==> src/rtl/npc_halt_pkg.sv <==
// npc_halt_pkg -- shared definitions for the ebreak halt signaller.
//   EBREAK_INST  : exact encoding that triggers a halt (0x00100073)
//   halt_state_t : controller states IDLE / DRAIN / REQ / HALTED
//   DRAIN_W()    : bit width needed to hold a drain count (minimum 1)
// Optional feature macro used by the block: HALT_PERF_EN.
package npc_halt_pkg;

   localparam logic [31:0] EBREAK_INST = 32'h0010_0073;

   typedef enum logic [1:0] {
      IDLE   = 2'd0,
      DRAIN  = 2'd1,
      REQ    = 2'd2,
      HALTED = 2'd3
   } halt_state_t;

   // Smallest width able to represent 0..cycles; never narrower than 1 bit.
   function automatic int DRAIN_W(input int cycles);
      int w;
      w = 1;
      for (int i = 1; i < 31; i++) begin
         if (cycles >= (32'sd1 <<< i)) begin
            w = i + 1;
         end
      end
      return w;
   endfunction

endpackage

==> src/rtl/halt_perf_cnt.sv <==
// halt_perf_cnt -- 64-bit cycle and retired-instruction counters.
// Present only when HALT_PERF_EN is defined.
// Ports:
//   clk, rst_n      : clock, asynchronous active-low reset
//   freeze_i        : holds both counters (controller has halted)
//   ret_en_i        : one instruction retired and must be counted
//   cycle_cnt_o     : cycles elapsed while not frozen (wraps mod 2^64)
//   instret_cnt_o   : instructions counted (wraps mod 2^64)
`ifdef HALT_PERF_EN
module halt_perf_cnt (
   input  logic        clk,
   input  logic        rst_n,
   input  logic        freeze_i,
   input  logic        ret_en_i,
   output logic [63:0] cycle_cnt_o,
   output logic [63:0] instret_cnt_o
);

   logic [63:0] cyc_q, cyc_d;
   logic [63:0] ret_q, ret_d;

   // Next-count computation; freeze overrides both enables.
   always_comb begin
      cyc_d = cyc_q;
      ret_d = ret_q;
      if (freeze_i) begin
         cyc_d = cyc_q;
         ret_d = ret_q;
      end else begin
         cyc_d = cyc_q + 64'd1;
         if (ret_en_i) begin
            ret_d = ret_q + 64'd1;
         end else begin
            ret_d = ret_q;
         end
      end
   end

   // Counter registers.
   always_ff @(posedge clk or negedge rst_n) begin
      if (!rst_n) begin
         cyc_q <= 64'd0;
         ret_q <= 64'd0;
      end else begin
         cyc_q <= cyc_d;
         ret_q <= ret_d;
      end
   end

   assign cycle_cnt_o   = cyc_q;
   assign instret_cnt_o = ret_q;

endmodule
`endif

==> src/rtl/ebreak_halt_ctrl.sv <==
// ebreak_halt_ctrl -- watches the commit stream for ebreak, latches the
// return code (a0) and trapping PC, freezes the pipeline for DRAIN_CYCLES,
// then offers a one-shot halt report over valid/ready.
// Parameters: XLEN (data/PC width), DRAIN_CYCLES (freeze length, 0 allowed).
// Ports:
//   clk, rst_n                  : clock, asynchronous active-low reset
//   commit_valid/inst/pc        : retiring instruction
//   a0_value                    : architectural x10 before this instruction
//   stall_o                     : freeze fetch/commit (any state but IDLE)
//   halt_valid / halt_ready     : report handshake
//   halt_code/halt_pc/halt_good : latched report fields
//   halted                      : sticky, handshake done
//   cycle_cnt/instret_cnt       : perf counters, only with HALT_PERF_EN
module ebreak_halt_ctrl
   import npc_halt_pkg::*;
#(
   parameter int XLEN         = 32,
   parameter int DRAIN_CYCLES = 4
) (
   input  logic            clk,
   input  logic            rst_n,
   input  logic            commit_valid,
   input  logic [31:0]     commit_inst,
   input  logic [XLEN-1:0] commit_pc,
   input  logic [XLEN-1:0] a0_value,
   output logic            stall_o,
   output logic            halt_valid,
   input  logic            halt_ready,
   output logic [XLEN-1:0] halt_code,
   output logic [XLEN-1:0] halt_pc,
   output logic            halt_good,
   output logic            halted
`ifdef HALT_PERF_EN
   ,
   output logic [63:0]     cycle_cnt,
   output logic [63:0]     instret_cnt
`endif
);

   localparam int            CW         = DRAIN_W(DRAIN_CYCLES);
   localparam logic [CW-1:0] DRAIN_LOAD = CW'(DRAIN_CYCLES);
   localparam logic [CW-1:0] CNT_ONE    = CW'(1);

   halt_state_t     state_q, state_d;
   logic [CW-1:0]   cnt_q, cnt_d;
   logic [XLEN-1:0] code_q, code_d;
   logic [XLEN-1:0] pc_q, pc_d;
   logic            good_q, good_d;
   logic            hit_s;

   assign hit_s = commit_valid && (commit_inst == EBREAK_INST);

   // State, drain counter and latched report registers.
   always_ff @(posedge clk or negedge rst_n) begin
      if (!rst_n) begin
         state_q <= IDLE;
         cnt_q   <= '0;
         code_q  <= '0;
         pc_q    <= '0;
         good_q  <= 1'b0;
      end else begin
         state_q <= state_d;
         cnt_q   <= cnt_d;
         code_q  <= code_d;
         pc_q    <= pc_d;
         good_q  <= good_d;
      end
   end

   // Next-state logic; the report is captured only on an IDLE hit.
   always_comb begin
      state_d = state_q;
      cnt_d   = cnt_q;
      code_d  = code_q;
      pc_d    = pc_q;
      good_d  = good_q;
      case (state_q)
         IDLE: begin
            if (hit_s) begin
               pc_d   = commit_pc;
               code_d = a0_value;
               good_d = (a0_value == '0);
               cnt_d  = DRAIN_LOAD;
               if (DRAIN_CYCLES == 0) begin
                  state_d = REQ;
               end else begin
                  state_d = DRAIN;
               end
            end else begin
               state_d = IDLE;
            end
         end
         DRAIN: begin
            // Count of 1 means this is the last frozen cycle.
            cnt_d = cnt_q - CNT_ONE;
            if (cnt_q == CNT_ONE) begin
               state_d = REQ;
            end else begin
               state_d = DRAIN;
            end
         end
         REQ: begin
            // halt_valid is implied in REQ, so ready alone completes it.
            if (halt_ready) begin
               state_d = HALTED;
            end else begin
               state_d = REQ;
            end
         end
         HALTED: begin
            state_d = HALTED;
         end
         default: begin
            state_d = IDLE;
         end
      endcase
   end

   // Output decode straight from the state register (no input paths).
   always_comb begin
      stall_o    = 1'b0;
      halt_valid = 1'b0;
      halted     = 1'b0;
      case (state_q)
         IDLE: begin
            stall_o = 1'b0;
         end
         DRAIN: begin
            stall_o = 1'b1;
         end
         REQ: begin
            stall_o    = 1'b1;
            halt_valid = 1'b1;
         end
         HALTED: begin
            stall_o = 1'b1;
            halted  = 1'b1;
         end
         default: begin
            stall_o = 1'b0;
         end
      endcase
   end

   assign halt_code = code_q;
   assign halt_pc   = pc_q;
   assign halt_good = good_q;

`ifdef HALT_PERF_EN
   halt_perf_cnt u_perf (
      .clk           (clk),
      .rst_n         (rst_n),
      .freeze_i      (state_q == HALTED),
      .ret_en_i      (commit_valid && (state_q == IDLE)),
      .cycle_cnt_o   (cycle_cnt),
      .instret_cnt_o (instret_cnt)
   );
`endif

endmodule
==> config.mk <==
export PLATFORM = sky130hd
export DESIGN_NAME = ebreak_halt_ctrl
export DESIGN_NICKNAME = d
export VERILOG_FILES = /design/src/rtl/npc_halt_pkg.sv /design/src/rtl/halt_perf_cnt.sv /design/src/rtl/ebreak_halt_ctrl.sv
export SDC_FILE = /design/constraint.sdc
export NUM_CORES = 1
export LEC_CHECK = 0
export ABC_CLOCK_PERIOD_IN_PS = 2300
export BUFFER_PORTS_ARGS = -buffer_cell sky130_fd_sc_hd__buf_2
export CORE_ASPECT_RATIO = 1.2
export CORE_UTILIZATION = 39
export CTS_BUF_LIST = sky130_fd_sc_hd__clkbuf_4 sky130_fd_sc_hd__clkbuf_8 sky130_fd_sc_hd__clkbuf_16
export CTS_CLUSTER_SIZE = 12
export DETAILED_ROUTE_END_ITERATION = 7
export PLACE_DENSITY = 0.77
export SYNTH_ARGS = -nofsm -noshare
export SYNTH_HDL_FRONTEND = slang
export SYNTH_SLANG_ARGS = --single-unit
==> constraint.sdc <==
create_clock -name clk -period 2.3 [get_ports clk]
set_clock_uncertainty 0.05 [all_clocks]
set_input_delay 0.115 -clock clk [delete_from_list [all_inputs] [get_ports clk]]
set_output_delay 0.115 -clock clk [all_outputs]
set_load 0.01 [all_outputs]
==> results.cfg, run 1 <==
[status]
status = completed

[synth]
netlist_instances = 187
yosys_warnings = 0
ys_seq_area_share_pct = 61.6
synth_nets = 289
ys_types = 29
avgSynthCellArea_um2 = 15.2
synth_top_flop_cell = dfrtp_1
async_flop_share_pct = 100
synth_edf_count = 0
ys_ff_latch = 70
syn_area_mm2 = 0.00285

[worst_setup_path]
critPathMaxFanout = 23
crit_type = reg2reg
reg2regPathDepth = 6
endpoint_kind = flop
required_ps = 2460
rr_endpoint = halt_code[25]
slowest_delay_ps = 500
path_buf_inv = 2
worstPathArrival_ps = 2420
start_kind = flop
r2r_slack_ps = 40
cp_slowest_cell = or4_4
rr_startpoint = state_q[1]
path_cells = or2_2, or4_4, nor3_4, buf_4, buf_12, mux2_2
crit_family = simple AND/OR/NAND/NOR gates

[floorplanning]
start_util_pct = 41.0
die_w_um = 80.0
die_h_um = 95.6
rows = 33
coreArea_mm2 = 0.00694
io_pins = 168
die-area_mm2 = 0.00764

[job]
max_cap_violations = 0

[routing]
dr.first_iter.drc_count = 59
routedWlPerCell_um = 15.8
drt_first_pass_iters = 4
drc_errors = 0
routed_wl_mm = 8.29
num_vias = 2547
antenna_left = 0
vias_per_cell = 4.86

[global_routing]
grt_pass1_wl_mm = 11.9
grt_max_degree = 47
antenna_found_initial = 0
grtUsageTotal_pct = 21.1
grt_overflow_total = 0
grt_pass1_vias = 2619

[timing]
setup_viol = 0
hold_viol_final = 0
slew_headroom_pct = 47.4
finalMaxSlewViolations = 0
finalSetupTns_ps = 0
finalCriticalPeriod_ps = 2260
worstMarginPinSlew_ps = 790
fmax_ghz = 0.442
whs_ps = 346
rsz0062_at_grt = true
post-route-period-util_pct = 98.3

[power_and_ir_drop]
powerDensity_mw_per_mm2 = 558
ir_drop_uv = 520
p_leak_nw = 2.63

[cts]
h-tree-depth = 3
clk_latency_ps = 340
cts.sinks = 70
cts_buffers = 9
clkTransAtPathRegs_ps = 80
tritoncts = yes
cts_root_buf = clkbuf_8
clk_path_buf_depth = 2

[final_layout]
final_common_cell = buf_2
layout_common_cells = 167 x buf_2, 70 x dfrtp_1, 66 x dlygate4sd3_1
layout.nets = 534
fillers = 498
area_growth_pct = 65.0
finalInstanceArea_mm2 = 0.00469
antenna_cells = 0
finish.utilization_pct = 67.7
drive_above_1_share_pct = 58.1

[placed_design]
placed_area_mm2 = 0.00379
gp_congestion = 0.771
io_buffers = 167
post-dp-hpwl_mm = 4.87

[min_path]
min_path_type = in2async
==> final cells by class <==
type	count	area, um2	share of cell area, %
Sequential cell	70	1750	37.3
Inverter	3	11.3	0.240
Clock inverter	5	33.8	0.720
Multi-Input combinational cell	107	1030	21.9
Tap cell	87	109	2.32
Clock buffer	11	151	3.22
Timing Repair Buffer	241	1610	34.3
==> how the worst max path moves through the flow <==
stage | from | to | slack, ps | depth (start not counted)
6_report | state_q[1] | halt_code[25] | 40 | 6
5_1_grt | state_q[1] | halt_code[27] | -40 | 6
4_1_cts | state_q[1] | halt_pc[14] | 3 | 5
3_5_place_dp | state_q[1] | halt_pc[14] | 20 | 5
3_3_place_gp | commit_inst[12] | halt_pc[0] | 60 | 6
2_1_floorplan | state_q[0] | halt_code[4] | 40 | 6
==> metrics by stage <==
step / std cells / power (mW) / setup WS (ps)
floorplan: 187 / 1.46 / 39.4
global placement: 439 / 1.62 / 61.2
detailed placement: 439 / 1.64 / 23.4
CTS: 521 / 2.63 / 3.19
global route: 524 / 2.75 / -42.6
finish: 524 / 2.62 / 38.9
==> registers in the layout, indices dropped and copies added (netlist names) <==
name       count
halt_good      1
state_q        2
cnt_q          3
halt_pc       32
halt_code     32
==> per-layer routing <==
metal  share of wire, %  GRT usage (%)  vias up  routed length [um]
li1                   -              -     1165                   -
met1                 35           21.0     1227                2930
met2                 54           39.8      127                4520
met3                6.7           4.59       28                 555
met4                3.4           12.5        0                 286
met5                  0              0        -                   0
==> worst register-to-register path: stages (launching register included) <==
cell and delay, ps:
dfrtp_1 370, or2_2 310, or4_4 500, nor3_4 190, buf_4 160, buf_12 180, mux2_2 370
==> synth_stat cells, drive strengths merged (2+ instances only) <==
cell    count  share of area [%]
nand2b      3               0.66
inv         3               0.40
mux2       65                 26
nor4       11                2.4
or4         2               0.53
dfrtp      70                 62
nor2        2               0.26
buf         7                2.1
nand2       3               0.40
nand4       3               0.66
ha          2               0.88
==> report_power, final <==
group,internal [mW],switching (mW)
clock,0.448,0.456
combinational,0.239,0.189
sequential,1.27,0.0178
==> what timing repair did <==
item	CTS	global route
resized for setup	0	4
buffers inserted	0	2
hold endpoints to repair	98	0
hold buffers	66	0
endpoints found under the setup margin	0	36
==> kinds of logic after synthesis <==
group / after synthesis / synth area share [%]
xor+xnor: 1 / 0.308
simple gates: 34 / 7.87
compound gates: 5 / 1.14
flops: 70 / 61.6
fa+ha+maj: 2 / 0.879
mux: 65 / 25.7
buf+inv: 10 / 2.51
Power figures use the tool's default switching activity.
==> run 2: changes to the inputs <==
--- a/config.mk
+++ b/config.mk
@@ -5,14 +5,15 @@
 export SDC_FILE = /design/constraint.sdc
 export NUM_CORES = 1
 export LEC_CHECK = 0
+export ABC_AREA = 1
 export ABC_CLOCK_PERIOD_IN_PS = 2300
 export BUFFER_PORTS_ARGS = -buffer_cell sky130_fd_sc_hd__buf_2
 export CORE_ASPECT_RATIO = 1.2
-export CORE_UTILIZATION = 39
+export CORE_UTILIZATION = 41
 export CTS_BUF_LIST = sky130_fd_sc_hd__clkbuf_4 sky130_fd_sc_hd__clkbuf_8 sky130_fd_sc_hd__clkbuf_16
 export CTS_CLUSTER_SIZE = 12
 export DETAILED_ROUTE_END_ITERATION = 7
-export PLACE_DENSITY = 0.77
+export PLACE_DENSITY = 0.78
 export SYNTH_ARGS = -nofsm -noshare
 export SYNTH_HDL_FRONTEND = slang
 export SYNTH_SLANG_ARGS = --single-unit
==> results.cfg, run 2 <==
[synth]
synth_fa_ha_area_share_pct = 0.788
yosys.area_share.simple_pct = 36.6
synth.top_cells.by_count = 215 x nand2_1, 70 x dfrtp_1, 45 x nor2_1
synth_top_family_by_area = simple AND/OR/NAND/NOR gates
syn_area_mm2 = 0.00317
ys_seq_area_share_pct = 55.2
synth.most_common_cell = nand2_1
synth_edf_count = 0
synth_largest_area_cell = dfrtp_1
ys_ff_latch = 70
avgSynthCellArea_um2 = 7.98
async_flop_share_pct = 100
synth_area_leaders = dfrtp_1 55%, nand2_1 25%, nor2_1 5.3%
synth.mux.area_fraction_pct = 0
netlist.area_leader.share_pct = 55.2
synth-xor-area-share_pct = 0
synth_top_flop_cell = dfrtp_1
netlist_instances = 398
yosys_warnings = 0
ys_types = 21
synth_compound_area_share_pct = 0.434
synth_nets = 500

[timing]
finalCriticalPeriod_ps = 1760
rsz0062_at_grt = false
layout_setup_ws_ps = 536
setup_viol = 0
finalMaxSlewViolations = 0
hold_viol_final = 0
fmax_ghz = 0.567
worstMarginPinSlew_ps = 862
finalSetupTns_ps = 0
slew_headroom_pct = 42.5
post-route-period-util_pct = 76.7

[power_and_ir_drop]
powerDensity_mw_per_mm2 = 526
p_leak_nw = 2.99
ir_drop_uv = 409

[final_layout]
area_growth_pct = 54.6
layout.nets = 733
layout_common_cells = 215 x nand2_1, 166 x buf_2, 70 x dfrtp_1
fillers = 612
drive_above_1_share_pct = 32.4
finalNonFillerCells = 726
final_common_cell = nand2_1
antenna_cells = 0

[floorplanning]
die_w_um = 82.3
coreArea_mm2 = 0.00736
rows = 34
die_h_um = 98.4
start_util_pct = 43.1
io_pins = 168
die-area_mm2 = 0.00810

[cts]
h-tree-depth = 3
cts.sinks = 70
cts_buffers = 9
cts_root_buf = clkbuf_8
postCtsSetupBuffers = 0
clk_path_buf_depth = 2
tritoncts = yes
clkTransAtPathRegs_ps = 80
clk_latency_ps = 320

[routing]
vias_per_cell = 4.58
num_vias = 3323
drt_first_pass_iters = 4
antenna_left = 0
routedWlPerCell_um = 12.4
dr.first_iter.drc_count = 143
drc_errors = 0
routed_wl_mm = 9.00

[global_routing]
grt_max_degree = 71
grt_overflow_total = 0
grt_pass1_vias = 3334
grtUsageTotal_pct = 23.4
antenna_found_initial = 0
grt_pass1_wl_mm = 14.5

[job]
max_cap_violations = 0

[min_path]
min_path_type = in2reg

[worst_setup_path]
required_ps = 2470
start_kind = flop
crit_type = reg2reg
critPathMaxFanout = 47
worstPathArrival_ps = 1930
endpoint_kind = flop

[placed_design]
pre_cts_slack_ps = 565
dpl.cell_count = 644
post-dp-hpwl_mm = 5.77
io_buffers = 167
gp_congestion = 0.806

[status]
status = completed
run 2: cell count changes after synthesis, moves of 4 or more:
cell and change:
buf_4 -5, buf_6 +8, inv_1 +14, inv_2 +4, mux2_1 -6, mux2_2 -59, nand2_1 +212, nand2_2 +12
nand3_1 +6, nor2_1 +43, nor4_1 -11
run 2: worst paths after layout:
path | startpoint | to | slack, ps | cells past startpoint
worst max-delay path | state_q[1] | halt_code[1] | 540 | 11
worst min-delay path | commit_inst[15] | halt_good | 200 | 7
worst max register to register | state_q[1] | halt_code[1] | 540 | 11
worst min register to register | halt_pc[13] | halt_pc[13] | 420 | 2
max in group asynchronous | rst_n | halt_code[29] | 1240 | 2
min in group asynchronous | rst_n | halt_code[14] | 400 | 2
run 2: what timing repair did:
item | CTS | global route
resized for setup | 0 | 0
hold endpoints to repair | 135 | 0
hold buffers | 66 | 0
run 2: layer usage:
metal,track usage [%],part of all wire [%]
met1,25.3,39
met2,41.6,52
met3,5.42,5.7
met4,11.2,3.1
met5,0,0
run 2: power by group:
| part | internal (mW) | total, mW | switching, mW | leakage (nW) |
|---|---|---|---|---|
| Clock | 0.652 | 1.11 | 0.455 | 0.105 |
| Combinational | 0.145 | 0.240 | 0.0953 | 1.92 |
| Sequential | 1.23 | 1.23 | 0.0000000180 | 0.963 |
run 2: stage by stage:
step | hold WS (ps) | total power [mW] | cell area [um2] | utilization [%]
final | 198 | 2.58 | 4910 | 66.7
after CTS | 190 | 2.61 | 4910 | 66.7
after floorplan | -231 | 1.28 | 3170 | -
after global placement | 232 | 1.40 | 4020 | 54.6
after global routing | 230 | 2.68 | 4910 | 66.7
after detailed placement | 244 | 1.40 | 4020 | 54.6
run 2: layout make-up:
class	count	area [um2]	share of cell area, %
sequential	70	1750	35.7
timing repair buffer	236	1530	31.3
multi-input combinational	293	1200	24.5
clock buffer	11	145	2.96
tap	90	113	2.30
clock inverter	5	82.6	1.68
inverter	21	78.8	1.61
run 2: logic make-up after synthesis:
| group | after synthesis |
|---|---|
| flip-flops | 70 |
| AO/OA/AOI/OAI | 2 |
| adder cells (fa/ha/maj) | 2 |
| AND/OR/NAND/NOR | 289 |
| buffers and inverters | 35 |
run 2: critical path, stage by stage, from the launching register on:
cell and delay [ps]:
dfrtp_1 410, inv_2 80, nand2_2 50, nor2_1 70
nand2_1 90, inv_2 60, nand3_2 90, inv_2 70
nand2_2 230, buf_12 280, nand2_1 80, nand2_1 60
==> run 3: changes to the inputs <==
--- a/config.mk
+++ b/config.mk
@@ -6,14 +6,14 @@
 export NUM_CORES = 1
 export LEC_CHECK = 0
 export ABC_AREA = 1
-export ABC_CLOCK_PERIOD_IN_PS = 2300
+export ABC_CLOCK_PERIOD_IN_PS = 1650
 export BUFFER_PORTS_ARGS = -buffer_cell sky130_fd_sc_hd__buf_2
 export CORE_ASPECT_RATIO = 1.2
-export CORE_UTILIZATION = 41
+export CORE_UTILIZATION = 45
 export CTS_BUF_LIST = sky130_fd_sc_hd__clkbuf_4 sky130_fd_sc_hd__clkbuf_8 sky130_fd_sc_hd__clkbuf_16
 export CTS_CLUSTER_SIZE = 12
 export DETAILED_ROUTE_END_ITERATION = 7
-export PLACE_DENSITY = 0.78
+export PLACE_DENSITY = 0.81
 export SYNTH_ARGS = -nofsm -noshare
 export SYNTH_HDL_FRONTEND = slang
 export SYNTH_SLANG_ARGS = --single-unit
==> constraint.sdc (replaced) <==
create_clock -name clk -period 1.65 [get_ports clk]
set_clock_uncertainty 0.05 [all_clocks]
set_input_delay 0.0825 -clock clk [delete_from_list [all_inputs] [get_ports clk]]
set_output_delay 0.0825 -clock clk [all_outputs]
set_load 0.01 [all_outputs]
==> results.cfg, run 3 (synthesis results as in run 2) <==
[status]
status = completed

[global_routing]
grt_overflow_total = 0
antenna_found_initial = 0
grt_pass1_vias = 3495
grt_pass1_wl_mm = 15.5
grt_max_degree = 51
grtUsageTotal_pct = 27.0

[final_layout]
layout.nets = 737
fillers = 515
antenna_cells = 0
finalNonFillerCells = 726
area_growth_pct = 55.5
final_common_cell = nand2_1
finalInstanceArea_mm2 = 0.00494
layout_common_cells = 215 x nand2_1, 167 x buf_2, 70 x dfrtp_1
seqCellArea_mm2 = 0.00175
drive_above_1_share_pct = 32.7
multi_input_area_mm2 = 0.00120

[routing]
routedWlPerCell_um = 13.0
antenna_left = 0
drc_errors = 0
drt_first_pass_iters = 5
vias_per_cell = 4.71
dr.first_iter.drc_count = 160
routed_wl_mm = 9.45
num_vias = 3418

[power_and_ir_drop]
powerDensity_mw_per_mm2 = 695
pwr-share-clk_pct = 39.8
ir_drop_uv = 581
p_switching_uw = 773
p_leak_nw = 3.01
p_comb_share_pct = 10.2
switching_share_pct = 22.5
p_total_mw = 3.43
p_seq_share_pct = 50.0
internal-power_mw = 2.66

[cts]
h-tree-depth = 3
postCtsSetupBuffers = 0
clk_latency_ps = 320
clkTransAtPathRegs_ps = 80
clk_path_buf_depth = 2
cts_buffers = 9
tritoncts = yes
cts_root_buf = clkbuf_8
cts_resized = 0
cts.sinks = 70
postCtsHoldBufs = 66

[timing]
finalMaxSlewViolations = 0
slew_headroom_pct = 58.4
whs_ps = 192
finalCriticalPeriod_ps = 1530
setup_viol = 0
rsz0062_at_grt = false
worstMarginPinSlew_ps = 624
fmax_ghz = 0.655
finalSetupTns_ps = 0
hold_viol_final = 0
post-route-period-util_pct = 92.5

[min_path]
hp-start = commit_inst[15]
hold_end = halt_good
hold_depth = 7
min_path_type = in2reg

[placed_design]
post-dp-hpwl_mm = 5.94
gp_congestion = 0.852
io_buffers = 167
dpl.cell_count = 645
placed_area_mm2 = 0.00408

[floorplanning]
start_util_pct = 46.6
io_pins = 168
coreArea_mm2 = 0.00681
rows = 33
die-area_mm2 = 0.00740
die_h_um = 94.0
die_w_um = 78.7

[worst_setup_path]
start_kind = flop
crit_type = reg2reg
worstPathArrival_ps = 1690
required_ps = 1810
endpoint_kind = flop
rr_endpoint = halt_pc[14]
r2r_slack_ps = 120
reg2regPathDepth = 11
rr_startpoint = state_q[1]
critPathMaxFanout = 50

[job]
max_cap_violations = 0
-- run 3: cell types whose count changed in the layout (fill, tap and decap cells not counted), sizes merged --
cell,previous run,this run
buf,170,174
clkinv,0,3
clkinvlp,3,1
bufinv,2,1
clkbuf,11,10
-- run 3: power groups by stage --
stage | sequential (mW) | combinational, mW | clock [mW]
5_1_grt | 1.71 | 0.382 | 1.48
3_5_place_dp | 1.75 | 0.218 | 0
4_1_cts | 1.71 | 0.339 | 1.41
3_3_place_gp | 1.75 | 0.212 | 0
2_1_floorplan | 1.75 | 0.0345 | 0
6_report | 1.71 | 0.349 | 1.37
-- run 3: layout make-up --
cell class                      count  share of cell area, %
Sequential cell                    70                   35.5
Clock inverter                      5                   1.22
Clock buffer                       10                   2.79
Inverter                           21                   1.60
Tap cell                           87                   2.20
Timing Repair Buffer              240                   32.4
Multi-Input combinational cell    293                   24.3
-- run 3: worst max-delay path by stage --
stage                           from           end  slack, ps
after floorplan           state_q[1]  halt_code[0]        210
after global placement    state_q[1]    halt_pc[2]        200
after detailed placement  state_q[1]    halt_pc[2]        150
after CTS                 state_q[0]    halt_pc[2]        130
after global routing      state_q[0]   halt_pc[14]         10
final                     state_q[1]   halt_pc[14]        120
-- run 3: critical path, cell delays in order, from the launching register on --
cell and delay, ps:
dfrtp_1 420, inv_2 90, nand2_2 50, nor2_1 80, nand2_1 80, inv_2 60
nand3_2 90, inv_2 70, nand2_2 70, buf_12 190, nand2_1 100, nand2_1 70
-- run 3: through the flow --
stage,utilization [%],worst slack [ps]
floorplan,-,214
global placement,59.9,200
detailed placement,59.9,153
CTS,72.5,134
global route,72.5,12.2
finish,72.5,124
-- run 3: routing by layer --
metal	up-vias	wire length, um	GRT usage [%]	share of wire [%]
met5	-	0	0	0
met4	0	290	14.2	3.1
met3	31	489	5.92	5.2
met2	130	5130	48.6	54
met1	1589	3540	29.3	37
li1	1668	-	-	-
